--- src/rtl/multicycle_control_unit.sv ---
// Multi-cycle CPU control FSM: decodes opcode, sequences IF/ID/EXE/MEM/WB, drives datapath enables.
// Latency: 2 (jumps), 3 (branch), 4 (ALU ops, sw) or 5 (lw) cycles per instruction; outputs combinational.
// No backpressure: halt parks the FSM in ID until RST. Optional CU_OVF_STICKY_EN adds ovf_sticky output.
module multicycle_control_unit #(
    parameter logic [4:0] RA_REG = 5'd31
) (
    input  logic       CLK,
    input  logic       RST,
    input  logic [5:0] opcode,
    input  logic       zero,
    input  logic       sign,
    input  logic       overflow,
    output logic [2:0] state,
    output logic       PCWre,
    output logic       IRWre,
    output logic       ALUSrcA,
    output logic       ALUSrcB,
    output logic       ExtSel,
    output logic       DBDataSrc,
    output logic       WrRegDSrc,
    output logic [1:0] RegDst,
    output logic       RegWre,
    output logic       mRD,
    output logic       mWR,
    output logic [1:0] PCSrc,
    output logic [2:0] ALUOp,
    output logic       ifNeedOf,
`ifdef CU_OVF_STICKY_EN
    output logic       ovf_sticky,
`endif
    output logic [4:0] link_reg
);

    localparam logic [2:0] S_IF  = 3'b000;
    localparam logic [2:0] S_ID  = 3'b001;
    localparam logic [2:0] S_EXE = 3'b110;
    localparam logic [2:0] S_WB  = 3'b111;
    localparam logic [2:0] S_BR  = 3'b101;
    localparam logic [2:0] S_MA  = 3'b010;
    localparam logic [2:0] S_MEM = 3'b011;
    localparam logic [2:0] S_WBL = 3'b100;

    localparam logic [5:0] OP_ADD   = 6'b000000;
    localparam logic [5:0] OP_SUB   = 6'b000001;
    localparam logic [5:0] OP_ADDIU = 6'b000010;
    localparam logic [5:0] OP_ANDI  = 6'b010000;
    localparam logic [5:0] OP_AND   = 6'b010001;
    localparam logic [5:0] OP_ORI   = 6'b010010;
    localparam logic [5:0] OP_OR    = 6'b010011;
    localparam logic [5:0] OP_XOR   = 6'b010100;
    localparam logic [5:0] OP_SLL   = 6'b011000;
    localparam logic [5:0] OP_SLT   = 6'b100101;
    localparam logic [5:0] OP_SLTI  = 6'b100110;
    localparam logic [5:0] OP_SW    = 6'b110000;
    localparam logic [5:0] OP_LW    = 6'b110001;
    localparam logic [5:0] OP_BEQ   = 6'b110100;
    localparam logic [5:0] OP_BNE   = 6'b110101;
    localparam logic [5:0] OP_BLTZ  = 6'b110110;
    localparam logic [5:0] OP_J     = 6'b111000;
    localparam logic [5:0] OP_JR    = 6'b111001;
    localparam logic [5:0] OP_JAL   = 6'b111010;
    localparam logic [5:0] OP_HALT  = 6'b111111;

    logic       is_alu;
    logic       is_branch;
    logic       is_mem;
    logic       is_jump;
    logic       is_halt;
    logic       br_taken;
    logic       ovf_q;
    logic [2:0] next_state;

    assign link_reg = RA_REG;

    // Classify the opcode into the instruction groups that steer sequencing
    always_comb begin
        is_alu    = 1'b0;
        is_branch = 1'b0;
        is_mem    = 1'b0;
        is_jump   = 1'b0;
        is_halt   = 1'b0;
        case (opcode)
            OP_ADD, OP_SUB, OP_AND, OP_OR, OP_XOR, OP_SLT, OP_SLL,
            OP_ADDIU, OP_ANDI, OP_ORI, OP_SLTI: is_alu    = 1'b1;
            OP_BEQ, OP_BNE, OP_BLTZ:            is_branch = 1'b1;
            OP_SW, OP_LW:                       is_mem    = 1'b1;
            OP_J, OP_JR, OP_JAL:                is_jump   = 1'b1;
            OP_HALT:                            is_halt   = 1'b1;
            default: ;
        endcase
    end

    // Branch resolution from ALU flags; bltz compares rs against $0 so sign alone decides
    always_comb begin
        br_taken = 1'b0;
        case (opcode)
            OP_BEQ:  br_taken = zero;
            OP_BNE:  br_taken = ~zero;
            OP_BLTZ: br_taken = sign;
            default: br_taken = 1'b0;
        endcase
    end

    // Next-state sequencing; undefined opcodes fall back to IF and act as a nop
    always_comb begin
        next_state = S_IF;
        case (state)
            S_IF:  next_state = S_ID;
            S_ID: begin
                if (is_halt)        next_state = S_ID;
                else if (is_branch) next_state = S_BR;
                else if (is_mem)    next_state = S_MA;
                else if (is_alu)    next_state = S_EXE;
                else                next_state = S_IF;
            end
            S_EXE: next_state = S_WB;
            S_MA:  next_state = S_MEM;
            S_MEM: next_state = (opcode == OP_LW) ? S_WBL : S_IF;
            default: next_state = S_IF;
        endcase
    end

    // State register
    always_ff @(posedge CLK or posedge RST) begin
        if (RST) state <= S_IF;
        else     state <= next_state;
    end

    // Overflow capture: latched when leaving EXE, dropped once WB has used it
    always_ff @(posedge CLK or posedge RST) begin
        if (RST)                 ovf_q <= 1'b0;
        else if (state == S_EXE) ovf_q <= overflow & ifNeedOf;
        else if (state == S_WB)  ovf_q <= 1'b0;
    end

`ifdef CU_OVF_STICKY_EN
    // Sticky overflow record, cleared only by reset
    always_ff @(posedge CLK or posedge RST) begin
        if (RST)                                         ovf_sticky <= 1'b0;
        else if (state == S_EXE && overflow && ifNeedOf) ovf_sticky <= 1'b1;
    end
`endif

    // Datapath controls: operand/ALU fields follow the opcode in every state, strobes follow the state
    always_comb begin
        PCWre     = 1'b0;
        IRWre     = 1'b0;
        ALUSrcA   = 1'b0;
        ALUSrcB   = 1'b0;
        ExtSel    = 1'b0;
        DBDataSrc = 1'b0;
        WrRegDSrc = 1'b0;
        RegDst    = 2'b01;
        RegWre    = 1'b0;
        mRD       = 1'b0;
        mWR       = 1'b0;
        PCSrc     = 2'b00;
        ALUOp     = 3'b000;
        ifNeedOf  = 1'b0;

        // Reset forces the idle decode regardless of whatever sits on the opcode lines
        if (!RST) begin
            case (opcode)
                OP_ADD:   begin ALUOp = 3'b000; ifNeedOf = 1'b1; RegDst = 2'b10; end
                OP_SUB:   begin ALUOp = 3'b001; ifNeedOf = 1'b1; RegDst = 2'b10; end
                OP_AND:   begin ALUOp = 3'b100; RegDst = 2'b10; end
                OP_OR:    begin ALUOp = 3'b011; RegDst = 2'b10; end
                OP_XOR:   begin ALUOp = 3'b111; RegDst = 2'b10; end
                OP_SLT:   begin ALUOp = 3'b110; RegDst = 2'b10; end
                OP_SLL:   begin ALUOp = 3'b010; ALUSrcA = 1'b1; RegDst = 2'b10; end
                OP_ADDIU: begin ALUOp = 3'b101; ALUSrcB = 1'b1; ExtSel = 1'b1; end
                OP_ANDI:  begin ALUOp = 3'b100; ALUSrcB = 1'b1; end
                OP_ORI:   begin ALUOp = 3'b011; ALUSrcB = 1'b1; end
                OP_SLTI:  begin ALUOp = 3'b110; ALUSrcB = 1'b1; ExtSel = 1'b1; end
                OP_SW, OP_LW: begin ALUOp = 3'b101; ALUSrcB = 1'b1; ExtSel = 1'b1; end
                OP_BEQ, OP_BNE, OP_BLTZ: begin ALUOp = 3'b001; ExtSel = 1'b1; end
                OP_JAL:   RegDst = 2'b00;
                default: ;
            endcase
        end

        case (state)
            S_IF: IRWre = 1'b1;
            S_ID: begin
                if (is_jump) begin
                    PCWre = 1'b1;
                    PCSrc = (opcode == OP_JR) ? 2'b10 : 2'b11;
                    if (opcode == OP_JAL) begin
                        RegWre    = 1'b1;
                        WrRegDSrc = 1'b0;
                    end
                end else if (!is_halt && !is_branch && !is_mem && !is_alu) begin
                    PCWre = 1'b1;
                end
            end
            S_WB: begin
                PCWre     = 1'b1;
                RegWre    = ~ovf_q;
                DBDataSrc = 1'b0;
                WrRegDSrc = 1'b1;
            end
            S_BR: begin
                PCWre = 1'b1;
                PCSrc = br_taken ? 2'b01 : 2'b00;
            end
            S_MEM: begin
                if (opcode == OP_SW) begin
                    mWR   = 1'b1;
                    PCWre = 1'b1;
                end else if (opcode == OP_LW) begin
                    mRD       = 1'b1;
                    DBDataSrc = 1'b1;
                end
            end
            S_WBL: begin
                PCWre     = 1'b1;
                RegWre    = 1'b1;
                DBDataSrc = 1'b1;
                WrRegDSrc = 1'b1;
                RegDst    = 2'b01;
            end
            default: ;
        endcase
    end

endmodule

--- config.mk ---
export PLATFORM = sky130hd
export DESIGN_NAME = multicycle_control_unit
export DESIGN_NICKNAME = d
export VERILOG_FILES = /design/src/rtl/multicycle_control_unit.sv
export SDC_FILE = /design/constraint.sdc
export NUM_CORES = 1
export LEC_CHECK = 0
export ABC_AREA = 1
export CAP_MARGIN = 20
export CORE_MARGIN = 3
export CORE_UTILIZATION = 25
export DETAILED_ROUTE_END_ITERATION = 6
export GPL_TIMING_DRIVEN = 0
export PLACE_DENSITY_LB_ADDON = 0.1
export SYNTH_ARGS = -nofsm -noshare
export SYNTH_HDL_FRONTEND = slang
export SYNTH_SLANG_ARGS = --single-unit
--- constraint.sdc ---
create_clock -name CLK -period 1.1 [get_ports CLK]
set_clock_uncertainty 0.1 [all_clocks]
set_input_delay 0.22 -clock CLK [delete_from_list [all_inputs] [get_ports CLK]]
set_output_delay 0.22 -clock CLK [all_outputs]
set_load 0.01 [all_outputs]
==> reports/metrics.yaml, run 1 <==
status: "complete, but fails checks"
violations: "setup timing"
whs_ns: 0.0641
reg2reg_from: "state[1]"
synth_seq_area_share: 0.140
firstDrtPassIters: 4
ys_ff_latch: 4
cts_tree: "built"
post-place-ws_ns: -1.46
clk_pin_slew_ns: 0.04
cp_max_fo: 4
criticalPathCategory: "reg2out"
core_area_um2: 2590
rsz0062_at_grt: "true"
dpl_cell_area_um2: 1170
final_util: 0.689
area_delta_synth_final_pct: 150
fin_area_um2: 1780
cts_sinks: 4
p_per_area_nw_per_um2: 1070
setup_viol: 25
synthesis.area_um2: 714
overflow: 0
synth.avg_cell_area_um2: 5.50
final_nets: 213
worstSkewPairLatency_ns: 0.24
hold_viol: 0
crit_path_end_kind: "primary output"
cp-startpoint: "state[2]"
period_share: 1.52
yosysWarnings: 0
grt_pass1_wl_um: 4910
post_drt_via_cell_ratio: 4.69
power_mw: 1.91
crit_arrival_ns: 1.36
grt_use_total: 0.177
final_common_cell: "buf_6"
grt_max_degree: 8
dp_hpwl_um: 1880
crit_path_end: "RegWre"
rows: 18
max_freq_mhz: 597
grt_pass1_vias: 1094
drt_first_iter_violations: 69
post_layout_nonfiller_instances: 231
leakage_nw: 0.876
min_path_type: "in2async"
drc_errors: 0
port_buffers: 31
reg2reg_slack_ns: -0.14
timing.rr.end: "state[0]"
chipHeight_um: 59.5
vias: 1084
fp.dieArea_um2: 3530
fin_crit_ns: 1.68
antenna_left: 0
yosysUniqueCellTypes: 21
fin_setup_tns_ns: -8.62
fillerInstances: 184
start_util: 0.276
place.gp.congestion: 0.776
wirelength_um: 3100
crit_required_ns: 0.78
maxCapViolCount: 0
cts-root-buf: "clkbuf_4"
cts_buffers: 3
clockBufferDepth: 2
insertedDiodeCount: 0
htree_levels: 1
synthCells: 130
fin_ws_ns: -0.576
wl_per_cell_um: 13.4
drive_above_1_share: 0.741
slew_viol_final: 0
rr_worst_depth: 5
max-vdd-ir-drop_v: 0.00154
pin_count: 37
placed_cells: 195
die_w_um: 59.5
layout_common_cells: "buf_6, buf_4, nand2_1"
start_kind: "register"
antenna_found_initial: 0
==> final cells by class <==
type	count	area (um^2)	area share
well taps	30	37.5	0.0210
plain buffers	5	37.5	0.0210
multi-input cells	100	840	0.471
flip-flops and latches	4	104	0.0582
inverters	25	111	0.0624
clock buffers	4	26.3	0.0147
repair buffers	63	628	0.352
==> worst max-delay path: stages (launching register included) <==
cell      delay [ns]
dfrtp_2         0.44
buf_4           0.15
buf_6           0.10
buf_6           0.11
nand2_2         0.07
o221ai_1        0.10
buf_2           0.15
==> sequential cells by signal, indices dropped and copies added, names as in the netlist <==
register / count
ovf_q: 1
state: 3
==> worst min path at each step <==
| stage | depth (start not counted) | startpoint | slack, ns | endpoint |
|---|---|---|---|---|
| after CTS | 2 | RST | 0.05 | state[0] |
| after floorplan | 1 | RST | -0.09 | ovf_q |
| after detailed placement | 2 | ovf_q | 0.43 | ovf_q |
| after global routing | 2 | RST | 0.09 | state[0] |
| final | 2 | RST | 0.06 | state[0] |
| after global placement | 2 | ovf_q | 0.42 | ovf_q |
==> power breakdown <==
| part | leakage (nW) | switching, mW | total [mW] | internal (mW) |
|---|---|---|---|---|
| Sequential | 0.0488 | 0.0829 | 0.283 | 0.200 |
| Combinational | 0.813 | 0.711 | 1.43 | 0.715 |
| Clock | 0.0150 | 0.0609 | 0.197 | 0.136 |
| Total | 0.876 | 0.854 | 1.91 | 1.05 |
==> synthesized netlist by cell type (all sizes together) <==
library cell / number / area share
buf: 5 / 0.053
o211ai: 1 / 0.011
o221ai: 1 / 0.012
o21ai: 5 / 0.046
a31oi: 2 / 0.018
inv: 25 / 0.13
nor2: 25 / 0.17
nand2: 32 / 0.17
conb: 1 / 0.0052
nand4: 5 / 0.053
dfrtp: 4 / 0.14
nand3: 17 / 0.14
nor3: 4 / 0.028
a21oi: 2 / 0.014
o22ai: 1 / 0.0088
==> routing by layer <==
metal / share of wire / GRT usage / up-vias / routed length, um
met5: 0 / 0 / - / 0
met4: 0.0052 / 0.0421 / 0 / 16
met3: 0.044 / 0.0218 / 2 / 137
met2: 0.56 / 0.329 / 27 / 1720
met1: 0.39 / 0.211 / 498 / 1220
li1: - / - / 557 / -
==> kinds of logic after synthesis <==
kind of cell,Yosys count,synth area share
simple gates,83,0.562
buf+inv,30,0.184
compound gates,12,0.109
flops,4,0.140
other cells,1,0.00525
==> repair_timing <==
action / CTS / global route
buffers inserted: 27 / 8
hold buffers: 0 / 0
pin swaps: 28 / 19
endpoints found under the setup margin: 25 / 25
resized for setup: 198 / 27
No activity file was read; power rests on OpenSTA's default activity.
==> run 2: changes to the inputs <==
- ABC_AREA: 1 -> default
==> reports/metrics.yaml, run 2 <==
status: "complete, but fails checks"  # unchanged
violations: "setup timing"  # unchanged
core_area_um2: 3390  # was 2590 um^2
regMostFlops: "state"  # unchanged
insertedDiodeCount: 0  # unchanged
post_drt_via_cell_ratio: 5.07  # was 4.69
crit_required_ns: 0.78  # about the same
setup_viol: 24  # was 25
reg2reg_from: "state[2]"  # was state[1]
fillerInstances: 317  # was 184
ys_ff_latch: 4  # unchanged
chipHeight_um: 65.7  # was 59.5 um
yosysTopAreaCell: "dfrtp_1"  # was nand2_1
grt_pass1_wl_um: 5860  # was 4910 um
drc_errors: 0  # unchanged
cts_buffers: 3  # unchanged
wl_per_cell_um: 14.7  # was 13.4 um
rsz0062_at_grt: "true"  # unchanged
clockBufferDepth: 2  # unchanged
largestRegisters: "state (3), ovf_q (1)"  # unchanged
crit_arrival_ns: 1.63  # was 1.36 ns
criticalPathCategory: "reg2out"  # unchanged
place.gp.congestion: 0.864  # was 0.776
grt_pass1_vias: 1240  # was 1094
start_kind: "register"  # unchanged
synth_seq_area_share: 0.112  # was 0.140
rows: 21  # was 18
async_flop_share: 1.00  # unchanged
die_w_um: 65.7  # was 59.5 um
wirelength_um: 3680  # was 3100 um
maxCapViolCount: 0  # unchanged
drive_above_1_share: 0.598  # was 0.741
fp.dieArea_um2: 4320  # was 3530 um^2
synth-edff-count: 0  # unchanged
timing.rr.end: "state[2]"  # was state[0]
grt_max_degree: 11  # was 8
largest_register_ffs: 3  # unchanged
cts_sinks: 4  # unchanged
overflow: 0  # unchanged
cp_slowest_cell: "dfrtp_1"  # was dfrtp_2
slowest_delay_ns: 0.37  # was 0.44 ns
yosysWarnings: 0  # unchanged
cp_max_fo: 3  # was 4
crit_path_end_kind: "primary output"  # unchanged
p_per_area_nw_per_um2: 1110  # was 1070 nW/um^2
synthTopCellsByCount: "nor2_1, nand2_1, a21oi_1"  # was nand2_1, inv_1, nor2_1
vias: 1268  # was 1084
firstDrtPassIters: 5  # was 4
dp_hpwl_um: 2330  # was 1880 um
path_delay_family: "buffers and inverters"  # unchanged
start_util: 0.263  # was 0.276
port_buffers: 26  # was 31
final_nets: 217  # was 213
min_path_type: "in2async"  # unchanged
yosysMostFrequentCell: "nor2_1"  # was nand2_1
fin_crit_ns: 1.95  # was 1.68 ns
worstSkewPairLatency_ns: 0.23  # was 0.24 ns
final_common_cell: "buf_6"  # unchanged
reg2reg_slack_ns: -0.47  # was -0.14 ns
htree_levels: 1  # unchanged
synthCells: 143  # was 130
synth.avg_cell_area_um2: 6.23  # was 5.50 um^2
max_freq_mhz: 512  # was 597 MHz
cts-root-buf: "clkbuf_4"  # unchanged
post-place-ws_ns: -1.36  # was -1.46 ns
area_delta_synth_final_pct: 108  # was 150%
yosysUniqueCellTypes: 41  # was 21
fin_ws_ns: -0.855  # was -0.576 ns
leakage_nw: 0.811  # was 0.876 nW
fin_setup_tns_ns: -10.93  # was -8.62 ns
rr_worst_depth: 7  # was 5
period_share: 1.78  # was 1.52
multiInputGateArea_um2: 922  # was 840 um^2
clk_pin_slew_ns: 0.04  # about the same
antenna_left: 0  # unchanged
max-vdd-ir-drop_v: 0.000383  # was 0.00154 V
antenna_found_initial: 0  # unchanged
synth_top_area_frac: 0.112  # was 0.168
power_mw: 2.04  # was 1.91 mW
grt_use_total: 0.170  # was 0.177
path_cells: "clkbuf_8 > nor3_4 > nand4_1 > buf_4 > o22a_1 > o211ai_1 > buf_2"  # was buf_4 > buf_6 > buf_6 > nand2_2 > o221ai_1 > buf_2
ys_top_cells_by_area: "dfrtp_1, nor2_1, nand2_1, nand2b_1, a21oi_1"  # was nand2_1, dfrtp_1, inv_1, nor2_1, nand3_1
crit_buf_inv: 3  # was 4
synth-main-ff-cell: "dfrtp_1"  # unchanged
pin_count: 37  # unchanged
layout_common_cells: "buf_6, buf_4, buf_2"  # was buf_6, buf_4, nand2_1
slew_viol_final: 0  # unchanged
cts_tree: "built"  # unchanged
synthesis.area_um2: 891  # was 714 um^2
drt_first_iter_violations: 111  # was 69
hold_viol: 0  # unchanged
layout.area.seq_um2: 100  # was 104 um^2
[run 2: cell count changes after synthesis, moves of 4 or more]
cell      previous run  this run
a21oi_1              2        10
buf_2                0         9
clkbuf_1             0         5
inv_1               22         6
nand2_1             32        15
nand2b_1             0         9
nand3_1             14         3
o21ai_0              3         9
xnor2_1              0         4
[run 2: timing repair]
| item | 4_1_cts | 5_1_grt |
|---|---|---|
| endpoints found under the hold margin | 4 | 0 |
| hold buffers | 1 | 0 |
| pin swaps | 20 | 17 |
| buffers inserted | 20 | 10 |
| endpoints found under the setup margin | 25 | 25 |
| resized for setup | 113 | 43 |
| gates cloned | 1 | 0 |
[run 2: cells by family (layout without fill, tap and decap cells)]
logic type | Yosys count | in the layout | synth area share
AOI/OAI and AO/OA | 42 | 42 | 0.312
xor gates and xnor gates | 4 | 4 | 0.0393
buffers and inverters | 26 | 83 | 0.152
DFF | 4 | 4 | 0.112
muxes | 1 | 1 | 0.0112
other | 1 | 5 | 0.00421
and+or+nand+nor | 65 | 65 | 0.369
[run 2: worst max-delay path by stage]
stage,startpoint,end,slack [ns],cells after the start
4_1_cts,state[2],PCWre,-0.90,7
6_report,state[2],PCWre,-0.85,7
2_1_floorplan,opcode[3],PCWre,-0.42,5
3_3_place_gp,opcode[1],PCWre,-1.38,8
5_1_grt,state[2],PCWre,-0.95,7
3_5_place_dp,opcode[1],PCWre,-1.36,8
[run 2: power breakdown]
group / internal [mW] / switching, mW
combinational: 0.862 / 0.771
sequential: 0.193 / 0.0403
clock: 0.122 / 0.0564
total: 1.18 / 0.868
[run 2: tightest hold or removal path: cells and delay by family]
kind                   cells  cell delay (ns)
buffers and inverters      3             0.80
[run 2: routing by layer]
metal,up-vias,routed length (um),global-route usage
met5,-,0,0
met4,0,61,0.0674
li1,620,-,-
met1,598,1490,0.217
met2,44,1940,0.292
met3,6,187,0.0137
[run 2: area by class of cell]
type | instances | share of cell area
Multi-Input combinational cell | 117 | 0.499
Tap cell | 46 | 0.0311
Timing Repair Buffer | 54 | 0.256
Inverter | 6 | 0.0135
Clock buffer | 3 | 0.0122
Buffer | 20 | 0.135
Sequential cell | 4 | 0.0541
[run 2: stage by stage]
stage          hold slack, ns   util  area (um^2)  cells
2_1_floorplan          -0.114      -         1140    147
3_3_place_gp            0.399  0.430         1460    219
3_5_place_dp            0.411  0.430         1460    219
4_1_cts                 0.335  0.505         1710    244
5_1_grt                 0.354  0.546         1850    250
6_report                0.345  0.546         1850    250
==> run 3: changes to the inputs <==
- clock period: 1.1 -> 1.8 ns (I/O delays scaled with it)
==> reports/metrics.yaml, run 3 (synthesis results as in run 2) <==
grt_max_degree: 11  # unchanged
placed_cells: 219  # unchanged
fin_ws_ns: -0.212  # was -0.855 ns
slew_viol_final: 0  # unchanged
criticalPathCategory: "reg2out"  # unchanged
insertedDiodeCount: 0  # unchanged
crit_required_ns: 1.34  # was 0.78 ns
worstSkewPairLatency_ns: 0.24  # was 0.23 ns
fin_crit_ns: 2.01
rows: 21  # unchanged
vias: 1256  # was 1268
htree_levels: 1  # unchanged
multiInputGateArea_um2: 818  # was 922 um^2
p_seq_frac: 0.145  # was 0.114
fp.dieArea_um2: 4320  # unchanged
cts_buffers: 3  # unchanged
wl_per_cell_um: 13.9  # was 14.7 um
timing.rr.end: "state[2]"  # unchanged
start_util: 0.263  # unchanged
dp_hpwl_um: 2210  # was 2330 um
p_sw_mw: 0.440  # was 0.868 mW
crit_path_end_kind: "primary output"  # unchanged
overflow: 0  # unchanged
chipHeight_um: 65.7  # unchanged
grt_pass1_vias: 1124  # was 1240
rsz0062_at_grt: "true"  # unchanged
layout.area.seq_um2: 103  # was 100 um^2
ctsHoldBuffers: 0  # was 1
cts_tree: "built"  # unchanged
rr_worst_depth: 6  # was 7
maxCapViolCount: 0  # unchanged
cts-root-buf: "clkbuf_4"  # unchanged
hold_viol: 0  # unchanged
p_int_mw: 0.601  # was 1.18 mW
setup_viol: 12  # was 24
leakage_nw: 0.775  # was 0.811 nW
whs_ns: 0.151  # was 0.345 ns
fin_setup_tns_ns: -0.993  # was -10.93 ns
reg2reg_from: "state[2]"  # unchanged
final_common_cell: "buf_4"  # was buf_6
drt_first_iter_violations: 42  # was 111
cp_max_fo: 2  # was 3
max_freq_mhz: 497
post_drt_via_cell_ratio: 5.09  # was 5.07
port_buffers: 26  # unchanged
grt_use_total: 0.152  # was 0.170
area_delta_synth_final_pct: 93.5  # was 108%
largestRegisters: "state (3), ovf_q (1)"  # unchanged
violations: "setup timing"  # unchanged
crit_arrival_ns: 1.55  # was 1.63 ns
status: "complete, but fails checks"  # unchanged
firstDrtPassIters: 6  # was 5
drc_errors: 0  # unchanged
reg2reg_slack_ns: 0.30  # was -0.47 ns
antenna_found_initial: 0  # unchanged
post_layout_nonfiller_instances: 247  # was 250
sw_frac_of_total: 0.422  # was 0.424
clk_pin_slew_ns: 0.04  # about the same
power_mw: 1.04  # was 2.04 mW
antenna_left: 0  # unchanged
final_nets: 214  # was 217
wirelength_um: 3430  # was 3680 um
p_per_area_nw_per_um2: 604  # was 1110 nW/um^2
fillerInstances: 310  # was 317
core_area_um2: 3390  # unchanged
regMostFlops: "state"  # unchanged
start_kind: "register"  # unchanged
pwr-share-comb: 0.745  # was 0.799
die_w_um: 65.7  # unchanged
drive_above_1_share: 0.488  # was 0.598
clockBufferDepth: 2  # unchanged
pin_count: 37  # unchanged
grt_pass1_wl_um: 5240  # was 5860 um
period_share: 1.12
layout_common_cells: "buf_4, nor2_1, buf_2"  # was buf_6, buf_4, buf_2
final_util: 0.509  # was 0.546
cts_sinks: 4  # unchanged
max-vdd-ir-drop_v: 0.000312  # was 0.000383 V
largest_register_ffs: 3  # unchanged
p_clk_frac: 0.110  # was 0.087
min_path_type: "in2async"  # unchanged
place.gp.congestion: 0.871  # was 0.864
run 3: cell count changes in the layout (fill, tap and decap cells not counted), moves of 3 or more:
cell	change
a21oi_1	+3
buf_4	+7
buf_6	-15
nor2_1	+5
nor2_2	-4
run 3: stage by stage:
stage | worst slack, ns | cell area [um^2]
finish | -0.212 | 1720
global route | -0.296 | 1720
CTS | -0.263 | 1470
detailed placement | -1.10 | 1240
global placement | -1.09 | 1240
floorplan | -0.0213 | 920
run 3: area by class of cell:
type                            count  share of cell area
Tap cell                           46              0.0334
Inverter                            6              0.0145
Sequential cell                     4              0.0595
Buffer                             18               0.134
Multi-Input combinational cell    117               0.475
Clock buffer                        3              0.0131
Timing Repair Buffer               53               0.271
run 3: worst max path at each step:
stage	slack, ns	startpoint	endpoint	cells after the start
after floorplan	-0.02	opcode[5]	PCWre	6
after global placement	-1.09	opcode[1]	ALUOp[2]	7
after detailed placement	-1.10	opcode[1]	ALUOp[2]	7
after CTS	-0.26	state[2]	PCWre	6
after global routing	-0.30	state[2]	PCWre	6
final	-0.21	state[2]	PCWre	6
run 3: power groups by stage:
stage	clock network, mW	logic, mW	registers, mW
4_1_cts	0.116	0.653	0.157
5_1_grt	0.131	0.840	0.154
3_5_place_dp	0	0.598	0.130
2_1_floorplan	0	0.346	0.145
3_3_place_gp	0	0.601	0.129
6_report	0.115	0.775	0.151
run 3: what timing repair did:
action                                  4_1_cts  5_1_grt
endpoints found under the setup margin       20       17
gates resized for setup                     115       45
gates cloned                                  2        1
pin swaps                                    14       21
buffers inserted                             11       14
run 3: per-layer routing:
layer	part of all wire	up-vias	global-route usage
li1	-	612	-
met1	0.44	577	0.206
met2	0.48	56	0.253
met3	0.061	11	0.0274
met4	0.011	0	0.0259
met5	0	-	0
run 3: critical path, stage by stage (launching register included):
cell      delay (ns)
dfrtp_2         0.42
nor3_4          0.13
nand4_1         0.17
buf_4           0.17
o22a_1          0.18
o211ai_1        0.08
buf_2           0.16
